--- config.mk ---
export PLATFORM = sky130hd
export DESIGN_NAME = condicionador_botoes
export DESIGN_NICKNAME = d
export VERILOG_FILES = /design/src/rtl/condicionador_botoes.sv
export SDC_FILE = /design/constraint.sdc
export NUM_CORES = 1
export LEC_CHECK = 0
export CORE_ASPECT_RATIO = 0.6
export CORE_UTILIZATION = 46
export CTS_CLUSTER_DIAMETER = 80
export DETAILED_ROUTE_END_ITERATION = 12
export PLACE_DENSITY = 0.85
export RECOVER_POWER = 50
export SLEW_MARGIN = 20
export SYNTH_ARGS = -nofsm -noshare
export SYNTH_HDL_FRONTEND = slang
export SYNTH_SLANG_ARGS = --single-unit
--- constraint.sdc ---
create_clock -name clock -period 1.92 [get_ports clock]
set_input_delay 0.192 -clock clock [delete_from_list [all_inputs] [get_ports clock]]
set_output_delay 0.192 -clock clock [all_outputs]
set_load 0.03 [all_outputs]
--- src/rtl/condicionador_botoes.sv ---
// -----------------------------------------------------------------------------
// condicionador_botoes
//
// Conditions four raw player buttons for the game datapath. The raw vector
// is synchronized, debounced as a whole vector, and classified as zero,
// one-hot or multi. A small FSM turns stable one-hot presses into a single
// tem_jogada pulse and a latched one-hot jogada code. Stable multi-button
// vectors produce one erro_multiplo pulse.
//
// Ports
//   clock          system clock, rising edge
//   reset          asynchronous reset, active low
//   botoes[3:0]    raw bouncing buttons, bit i = button i
//   limpa          synchronous clear of jogada (a press on the same edge wins)
//   botoes_limpos  debounced stable button vector
//   jogada         one-hot code of the last valid press
//   tem_jogada     one-cycle pulse per valid press
//   erro_multiplo  one-cycle pulse when a stable multi vector is accepted
//   db_estado      FSM state code: LIVRE=00, PRESSIONADO=01, INVALIDO=10
//
// Latency for a clean press: 2 synchronizer edges, 1 edge to register the
// previous-cycle copy, then DEBOUNCE edges of counting. tem_jogada is
// registered on that last edge, so it is high after edge DEBOUNCE+3.
// -----------------------------------------------------------------------------
module condicionador_botoes #(
   parameter int DEBOUNCE = 4
) (
   input  logic       clock,
   input  logic       reset,
   input  logic [3:0] botoes,
   input  logic       limpa,
   output logic [3:0] botoes_limpos,
   output logic [3:0] jogada,
   output logic       tem_jogada,
   output logic       erro_multiplo,
   output logic [1:0] db_estado
);

   // state       | meaning
   // LIVRE       | no button held, waiting for a stable press
   // PRESSIONADO | a valid one-hot press was accepted, waiting for release
   // INVALIDO    | a multi-button vector was seen, waiting for all released
   typedef enum logic [1:0] {
      LIVRE       = 2'b00,
      PRESSIONADO = 2'b01,
      INVALIDO    = 2'b10
   } estado_t;

   localparam int             CW    = $clog2(DEBOUNCE + 1);
   localparam logic [CW-1:0]  C_MAX = CW'(DEBOUNCE);
   localparam logic [CW-1:0]  C_PRE = CW'(DEBOUNCE - 1);

   logic [3:0]    r_sync1;
   logic [3:0]    r_sync2;
   logic [3:0]    r_sync_ant;
   logic [CW-1:0] r_cnt;
   logic [3:0]    r_limpos;
   logic [3:0]    r_jogada;
   logic          r_tem_jogada;
   logic          r_erro;
   estado_t       r_estado;

   logic          w_igual;
   logic          w_carga;
   logic          w_novo;
   logic          w_zero;
   logic          w_um;
   logic          w_multi;
   estado_t       w_prox;
   logic [3:0]    w_prox_jogada;
   logic          w_tem_jogada;
   logic          w_erro;

   // Two-flop synchronizer plus a previous-cycle copy for change detection.
   always_ff @(posedge clock or negedge reset) begin
      if (!reset) begin
         r_sync1    <= 4'b0000;
         r_sync2    <= 4'b0000;
         r_sync_ant <= 4'b0000;
      end else begin
         r_sync1    <= botoes;
         r_sync2    <= r_sync1;
         r_sync_ant <= r_sync2;
      end
   end

   assign w_igual = (r_sync2 == r_sync_ant);

   // Load happens on the single edge where the counter steps to DEBOUNCE;
   // after that the counter sits saturated until the vector moves again.
   assign w_carga = w_igual && (r_cnt == C_PRE);

   always_ff @(posedge clock or negedge reset) begin
      if (!reset) begin
         r_cnt <= '0;
      end else if (!w_igual) begin
         r_cnt <= '0;
      end else if (r_cnt != C_MAX) begin
         r_cnt <= r_cnt + CW'(1);
      end
   end

   always_ff @(posedge clock or negedge reset) begin
      if (!reset) begin
         r_limpos <= 4'b0000;
      end else if (w_carga) begin
         r_limpos <= r_sync2;
      end
   end

   // The FSM reacts to the vector being loaded, not to botoes_limpos after
   // the load, so the pulse lines up with the load edge. Re-qualifying the
   // same vector after a short glitch is not a new event.
   assign w_novo  = w_carga && (r_sync2 != r_limpos);
   assign w_zero  = (r_sync2 == 4'b0000);
   assign w_um    = !w_zero && ((r_sync2 & (r_sync2 - 4'd1)) == 4'b0000);
   assign w_multi = !w_zero && !w_um;

   always_ff @(posedge clock or negedge reset) begin
      if (!reset) begin
         r_estado     <= LIVRE;
         r_jogada     <= 4'b0000;
         r_tem_jogada <= 1'b0;
         r_erro       <= 1'b0;
      end else begin
         r_estado     <= w_prox;
         r_jogada     <= w_prox_jogada;
         r_tem_jogada <= w_tem_jogada;
         r_erro       <= w_erro;
      end
   end

   // limpa is the default action on jogada; a press overrides it below.
   always_comb begin
      w_prox        = r_estado;
      w_prox_jogada = limpa ? 4'b0000 : r_jogada;
      w_tem_jogada  = 1'b0;
      w_erro        = 1'b0;
      case (r_estado)
         LIVRE: begin
            if (w_novo && w_um) begin
               w_prox        = PRESSIONADO;
               w_prox_jogada = r_sync2;
               w_tem_jogada  = 1'b1;
            end else if (w_novo && w_multi) begin
               w_prox = INVALIDO;
               w_erro = 1'b1;
            end
         end
         PRESSIONADO: begin
            if (w_novo && w_zero) begin
               w_prox = LIVRE;
            end else if (w_novo && w_multi) begin
               w_prox = INVALIDO;
               w_erro = 1'b1;
            end
         end
         INVALIDO: begin
            if (w_novo && w_zero) begin
               w_prox = LIVRE;
            end
         end
         default: begin
            w_prox = LIVRE;
         end
      endcase
   end

   assign botoes_limpos = r_limpos;
   assign jogada        = r_jogada;
   assign tem_jogada    = r_tem_jogada;
   assign erro_multiplo = r_erro;
   assign db_estado     = r_estado;

endmodule

==> results of run 1 <==
==> layout by cell type (no fill, tap or decap), types with 4 or more instances in the layout <==
| cell | count |
|---|---|
| xor2_1 | 4 |
| nor2b_1 | 7 |
| dlygate4sd3_1 | 5 |
| buf_4 | 7 |
| xnor2_1 | 6 |
| dfrtp_2 | 4 |
| clkdlybuf4s50_1 | 13 |
| dfrtp_1 | 23 |
| mux2_1 | 4 |
| mux2_2 | 5 |
==> report_power, final <==
part,switching (W),internal (W),leakage [nW]
clock network,0.000182,0.000152,0.0261
logic,0.0000428,0.0000374,0.293
registers,0.0000122,0.000583,0.345
==> worst register-to-register path: stages (launching register included) <==
cell,delay [ns]
dfrtp_2,0.41
buf_4,0.16
xor2_1,0.17
nor4_4,0.28
buf_4,0.19
nand4_2,0.18
mux2_1,0.36
==> per-stage QoR <==
stage | instance area [um2] | worst slack (ns) | util | power [W] | hold slack (ns)
floorplan | 1200 | 0.144 | - | 0.000651 | -0.104
global placement | 1420 | 0.128 | 0.613 | 0.000682 | 0.333
detailed placement | 1420 | 0.0638 | 0.613 | 0.000686 | 0.335
CTS | 1470 | 0.0432 | 0.635 | 0.00102 | 0.277
global route | 1490 | 0.00749 | 0.644 | 0.00106 | 0.369
finish | 1490 | 0.0693 | 0.644 | 0.00101 | 0.355
==> worst min path at each step <==
stage | start | endpoint | cells after the start
3_5_place_dp | r_sync1[0] | r_sync2[0] | 0
2_1_floorplan | reset | botoes_limpos[0] | 0
4_1_cts | reset | r_sync_ant[3] | 2
5_1_grt | r_sync1[2] | r_sync2[2] | 0
6_report | r_sync1[2] | r_sync2[2] | 0
3_3_place_gp | r_sync1[3] | r_sync2[3] | 0
==> cell type report <==
type                       count  area share
sequential                    27       0.458
multi-input combinational     54       0.316
timing repair buffer          26       0.160
clock buffer                   3      0.0278
tap                           30      0.0253
inverter                       3     0.00758
clock inverter                 1     0.00589
==> layer usage <==
layer	GRT usage	vias up	share of wire
met5	0	-	0
met2	0.283	29	0.44
met3	0.0659	7	0.058
li1	-	358	-
met1	0.233	350	0.48
met4	0.0708	0	0.018
==> kinds of logic (layout without fill, tap and decap cells) <==
logic type | after synthesis | in the layout
AO/OA/AOI/OAI | 6 | 6
XOR/XNOR | 10 | 10
adder cells (fa/ha/maj) | 4 | 4
buffers and inverters | 7 | 33
flip-flops | 27 | 27
multiplexers | 9 | 9
AND/OR/NAND/NOR | 25 | 25
==> flip-flops by register name, summed over array words and instances (netlist names) <==
signal / cells
r_cnt: 3
tem_jogada: 1
r_sync_ant: 4
botoes_limpos: 4
r_sync1: 4
jogada: 4
db_estado: 2
erro_multiplo: 1
r_sync2: 4
==> what timing repair did <==
action,CTS,global route
buffers inserted,0,2
gates resized for setup,0,5
endpoints found under the setup margin,0,9
hold buffers,0,0
hold endpoints to repair,0,0
==> impl_results.md, run 1 <==
* Cells along the critical path: buf_4 -> xor2_1 -> nor4_4 -> buf_4 -> nand4_2 -> mux2_1
* Critical path arrival at 2.01 ns
* RSZ-0062 raised after global routing: no
* Worst R2R Start: r_sync2[2]
* Setup TNS at 0 ns
* Status: finished, final reports clean
* Antenna Nets Post-Route at 0
* Mux cell area share after synthesis at 0.0846
* Period utilization at 0.964
* Slew @ Worst Pin at 0.635 ns
* Post-Synth Simple-Gate Area at 0.145
* Largest net degree at the start of global routing at 28
* Max-slew headroom at 0.577
* Flop-to-flop setup slack at 0.07 ns
* Kind of critical path: reg -> reg
* Largest family of logic cells by synthesized area: simple AND/OR/NAND/NOR gates
* DP Wirelength at 1520 um
* Area delta synth->final at 24.0%
* Reg2reg end: jogada[2]
* Most frequent CP cell: buf_4
* Fin. max-slew vios at 0
* IO buf count at 18
* Leakage at 0.664 nW
* CP Capture Type: flop
* Final Skew at 0.00227 ns
* I/O pin total at 19
* DR WL/cell at 14.9 um
* Commonest cells in the netlist: dfrtp_1 (27), nor2b_1 (7), xnor2_1 (6)
* Crit-path leading delay family: simple AND/OR/NAND/NOR gates
* Synth Area per Inst at 13.6 um2
* Post-Synthesis Cells at 88
* Final cell count without fillers at 144
* Die height at 41.5 um
* Fmax at 540 MHz
* Ys async rst share at 1.00
* DR iter-0 viols at 61
* Warnings, synthesis at 0
* Cell Area, Synth at 1200 um2
* Minimum clock period at 1.85 ns
* Post-synth cell types at 27
* Mapped Nets at 98
* CP Buf/Inv Count at 2
* DRT Wirelength at 2150 um
* Largest cells by area after synthesis: dfrtp_1 (56%), mux2_2 (4.7%), xnor2_1 (4.4%)
* Synth area leader: dfrtp_1
* Via density at 5.17
* Sequential share of the synthesized area at 0.564
* GRT Overall Usage at 0.183
* H-Tree Depth at 1
* Top cell type's share of synthesized area at 0.564
* Crit path to: jogada[2]
* Initial Util at 0.519
* GRT overflow at 0
* Nets at 125
* Endpoints failing setup at 0
* Die footprint at 2820 um2
* CORE AREA at 2310 um2
* Worst setup path start: r_sync2[2]
* Clk pin slew, worst setup/hold paths at 0.09 ns
* Pwr dens at 680 nW/um2
* Routed via count at 744
* # fillers at 168
* CTS Buf Count at 3
* Antenna violations before repair at 0
* Most frequent cell after synthesis: dfrtp_1
* Peak supply drop at 0.470 mV
* Number of synthesized flops with an enable pin at 0
* Dpl cells at 138
* Worst Path Required at 2.08 ns
* Max_cap viols at 0
* Adder-cell area share of the yosys netlist at 0.0397
* Number of global-route vias before repair at 779
* Diode count at 0
* Area of the multi-input gates at 469 um2
* Share of layout cells above drive strength 1 at 0.219
* First-pass GRT wire length at 3640 um
* Worst path max stage delay at 0.41 ns
* CTS sink count at 27
* Rows at 13
* CTS tree: built
* Crit-path max FO at 6
* Stages on worst setup path at 6
* CTS root buf: clkbuf_8
* Routability cong. at 0.894
* Die outline width at 67.9 um
* CP Launch Type: flop
* Skew-Pair Late Insertion Delay at 0.27 ns
* Hold Vio Cnt, Final at 0
* Storage element area at 681 um2
* Drt first pass iters at 4
* R2R cell count at 6
* Flop and latch count out of synthesis at 27
* Synth Area in Compound Gates at 0.0470
* Main synth FF type: dfrtp_1
* Hold Crit Class: reg -> reg
* Longest Clk Path Bufs at 2
* Residual DRC at 0
* Area share of xor/xnor cells in the synthesized design at 0.0731
* Max stage delay cell, worst path: dfrtp_2
Note: power is estimated with default switching activity, not from simulation.
==> run 2, diff against run 1 <==
--- a/config.mk
+++ b/config.mk
@@ -5,12 +5,14 @@
 export SDC_FILE = /design/constraint.sdc
 export NUM_CORES = 1
 export LEC_CHECK = 0
+export ABC_AREA = 1
 export CORE_ASPECT_RATIO = 0.6
-export CORE_UTILIZATION = 46
+export CORE_UTILIZATION = 47
 export CTS_CLUSTER_DIAMETER = 80
 export DETAILED_ROUTE_END_ITERATION = 12
-export PLACE_DENSITY = 0.85
+export PLACE_DENSITY = 0.84
 export RECOVER_POWER = 50
+export REMOVE_ABC_BUFFERS = 1
 export SLEW_MARGIN = 20
 export SYNTH_ARGS = -nofsm -noshare
 export SYNTH_HDL_FRONTEND = slang
==> run 2 against run 1 <==
Wire length is 9.9% higher. Synthesized area is 4.1% higher. Final cell count rose by 38%. Sequential share of layout area is 1.4 points lower. Die area rose by 1.8%. Clock skew increased by 0.0011 ns. Setup slack improved by 0.26 ns. Synthesized cell count up 63%. Hold slack got worse by 0.0090 ns.
==> impl_results.md, run 2 <==
* Number of global-route vias before repair at 917 (+18%)
* Most common cell after layout, fill and taps aside: nand2_1
* Post-Synthesis Cells at 143 (+63%)
* Skew-Pair Late Insertion Delay at 0.28 ns (about the same)
* Slew @ Worst Pin at 0.459 ns (-0.176 ns)
* Cell Area, Synth at 1250 um2 (+4.1%)
* Residual DRC at 0 (unchanged)
* CTS tree: built
* Max_cap viols at 0 (unchanged)
* H-Tree Depth at 1 (unchanged)
* Flop and latch count out of synthesis at 27 (unchanged)
* CP Capture Type: primary output
* Rows at 14 (+1)
* I/O pin total at 19 (unchanged)
* Minimum clock period at 1.59 ns (-0.265 ns)
* Commonest cells after routing, fill and taps aside: nand2_1 (48), dfrtp_1 (27), inv_1 (22)
* Largest net degree at the start of global routing at 28 (unchanged)
* CTS sink count at 27 (unchanged)
* Crit-path max FO at 5 (-1)
* Hold Crit Class: in -> async
* Max-slew headroom at 0.693 (+0.116)
* Cells along the critical path: clkdlybuf4s50_1
* Longest Clk Path Bufs at 2 (unchanged)
* Hold Vio Cnt, Final at 0 (unchanged)
* Endpoints failing setup at 0 (unchanged)
* Most frequent cell after synthesis: nand2_1
* Leakage at 0.757 nW (+14%)
* Routed via count at 949 (+28%)
* Antenna Nets Post-Route at 0 (unchanged)
* Critical path arrival at 1.39 ns (-0.62 ns)
* RSZ-0062 raised after global routing: no
* CP Buf/Inv Count at 1 (-1)
* Post-synth cell types at 19 (-30%)
* CORE AREA at 2500 um2 (+8.5%)
* Share of layout cells above drive strength 1 at 0.114 (-0.105)
* Number of synthesized flops with an enable pin at 0 (unchanged)
* Ys async rst share at 1.00 (unchanged)
* Diode count at 0 (unchanged)
* DR iter-0 viols at 86 (+41%)
* Worst Path Required at 1.73 ns (-0.35 ns)
* DP Wirelength at 1720 um (+14%)
* Post-CTS Setup Bufs at 0 (unchanged)
* Largest cells by area after synthesis: dfrtp_1 (54%), nand2_1 (14%), inv_1 (6.6%)
* Fmax at 630 MHz (+17%)
* Period utilization at 0.826 (-0.138)
* Warnings, synthesis at 0 (unchanged)
* Area delta synth->final at 22.0%
* Status: finished, final reports clean
* Sequential share of the synthesized area at 0.542 (-0.0220)
* Utilization of the core after routing at 0.607 (-0.0362)
* Kind of critical path: reg -> out
* Final Skew at 0.00336 ns (+0.00109 ns)
* Pwr dens at 654 nW/um2 (-3.8%)
* Drt first pass iters at 4 (unchanged)
* Top cell type's share of synthesized area at 0.542 (-0.0220)
* Synth area leader: dfrtp_1
* Fin. max-slew vios at 0 (unchanged)
* CTS root buf: clkbuf_8
* Post_cts resized at 0 (unchanged)
* Synth Area per Inst at 8.72 um2 (-36%)
* Peak supply drop at 0.387 mV (-18%)
* Commonest cells in the netlist: nand2_1 (48), dfrtp_1 (27), inv_1 (22)
* Die footprint at 2870 um2 (+1.8%)
* Antenna violations before repair at 0 (unchanged)
* Die outline width at 68.5 um (+0.90%)
* Routability cong. at 0.805 (-10%)
* GRT overflow at 0 (unchanged)
* GRT Overall Usage at 0.190 (+0.00710)
* DR WL/cell at 11.9 um (-20%)
* Setup TNS at 0 ns (unchanged)
* Die height at 41.9 um (+0.88%)
* DRT Wirelength at 2360 um (+9.9%)
* Clk pin slew, worst setup/hold paths at 0.09 ns (about the same)
* CTS Hold Bufs at 0 (unchanged)
* Crit-path leading delay family: buffers and inverters
* CTS Buf Count at 3 (unchanged)
* First-pass GRT wire length at 3930 um (+8.2%)
* Worst path max stage delay at 0.71 ns (+0.30 ns)
* Nets at 177 (+42%)
* Via density at 4.79 (-7.2%)
* Initial Util at 0.498 (-0.0210)
* Main synth FF type: dfrtp_1
* Max stage delay cell, worst path: clkdlybuf4s50_1
* IO buf count at 18 (unchanged)
* CP Launch Type: flop
run 2: per-stage QoR:
step / hold slack, ns / total power [W] / instances / instance area (um2) / setup slack (ns)
finish: 0.346 / 0.000995 / 198 / 1520 / 0.334
global route: 0.374 / 0.00104 / 198 / 1520 / 0.224
CTS: 0.295 / 0.00101 / 198 / 1520 / 0.325
detailed placement: 0.340 / 0.000687 / 194 / 1480 / 0.388
global placement: 0.333 / 0.000683 / 194 / 1480 / 0.427
floorplan: -0.104 / 0.000649 / 143 / 1250 / 0.589
run 2: per-layer routing:
layer  global-route usage  up-vias  part of all wire
li1                     -      483                 -
met1                0.250      437              0.46
met2                0.290       27              0.47
met3               0.0687        2             0.058
met4               0.0625        0            0.0038
met5                    0        -                 0
run 2: worst paths after layout:
| kind | start | endpoint | slack (ns) | cells past startpoint |
|---|---|---|---|---|
| max in group asynchronous | reset | r_cnt[1] | 1.31 | 2 |
| worst min register to register | r_sync1[2] | r_sync2[2] | 0.36 | 0 |
| worst max register to register | r_sync2[0] | jogada[3] | 0.36 | 8 |
| worst max-delay path | db_estado[1] | db_estado[1] | 0.33 | 1 |
| worst min-delay path | reset | r_sync_ant[2] | 0.35 | 2 |
| min in group clock | r_sync1[2] | r_sync2[2] | 0.36 | 0 |
run 2: logic make-up after synthesis:
| logic type | count (synthesis) | share of synthesized area |
|---|---|---|
| fa+ha+maj | 3 | 0.0301 |
| compound gates | 7 | 0.0301 |
| flops | 27 | 0.542 |
| buf+inv | 26 | 0.0782 |
| simple gates | 79 | 0.313 |
| xor+xnor | 1 | 0.00702 |
run 2: power by group:
part / switching (W) / leakage (nW) / total [W] / internal, W
Combinational: 0.0000493 / 0.383 / 0.0000769 / 0.0000277
Clock: 0.000176 / 0.0255 / 0.000321 / 0.000146
Sequential: 0.0000148 / 0.349 / 0.000597 / 0.000582
Total: 0.000240 / 0.757 / 0.000995 / 0.000755
run 2: layout make-up:
class	instances	area, um2
sequential	27	676
clock buffer	3	41.3
clock inverter	1	5.00
tap	32	40.0
multi-input combinational	90	474
inverter	26	97.6
fill	209	983
timing repair buffer	19	188
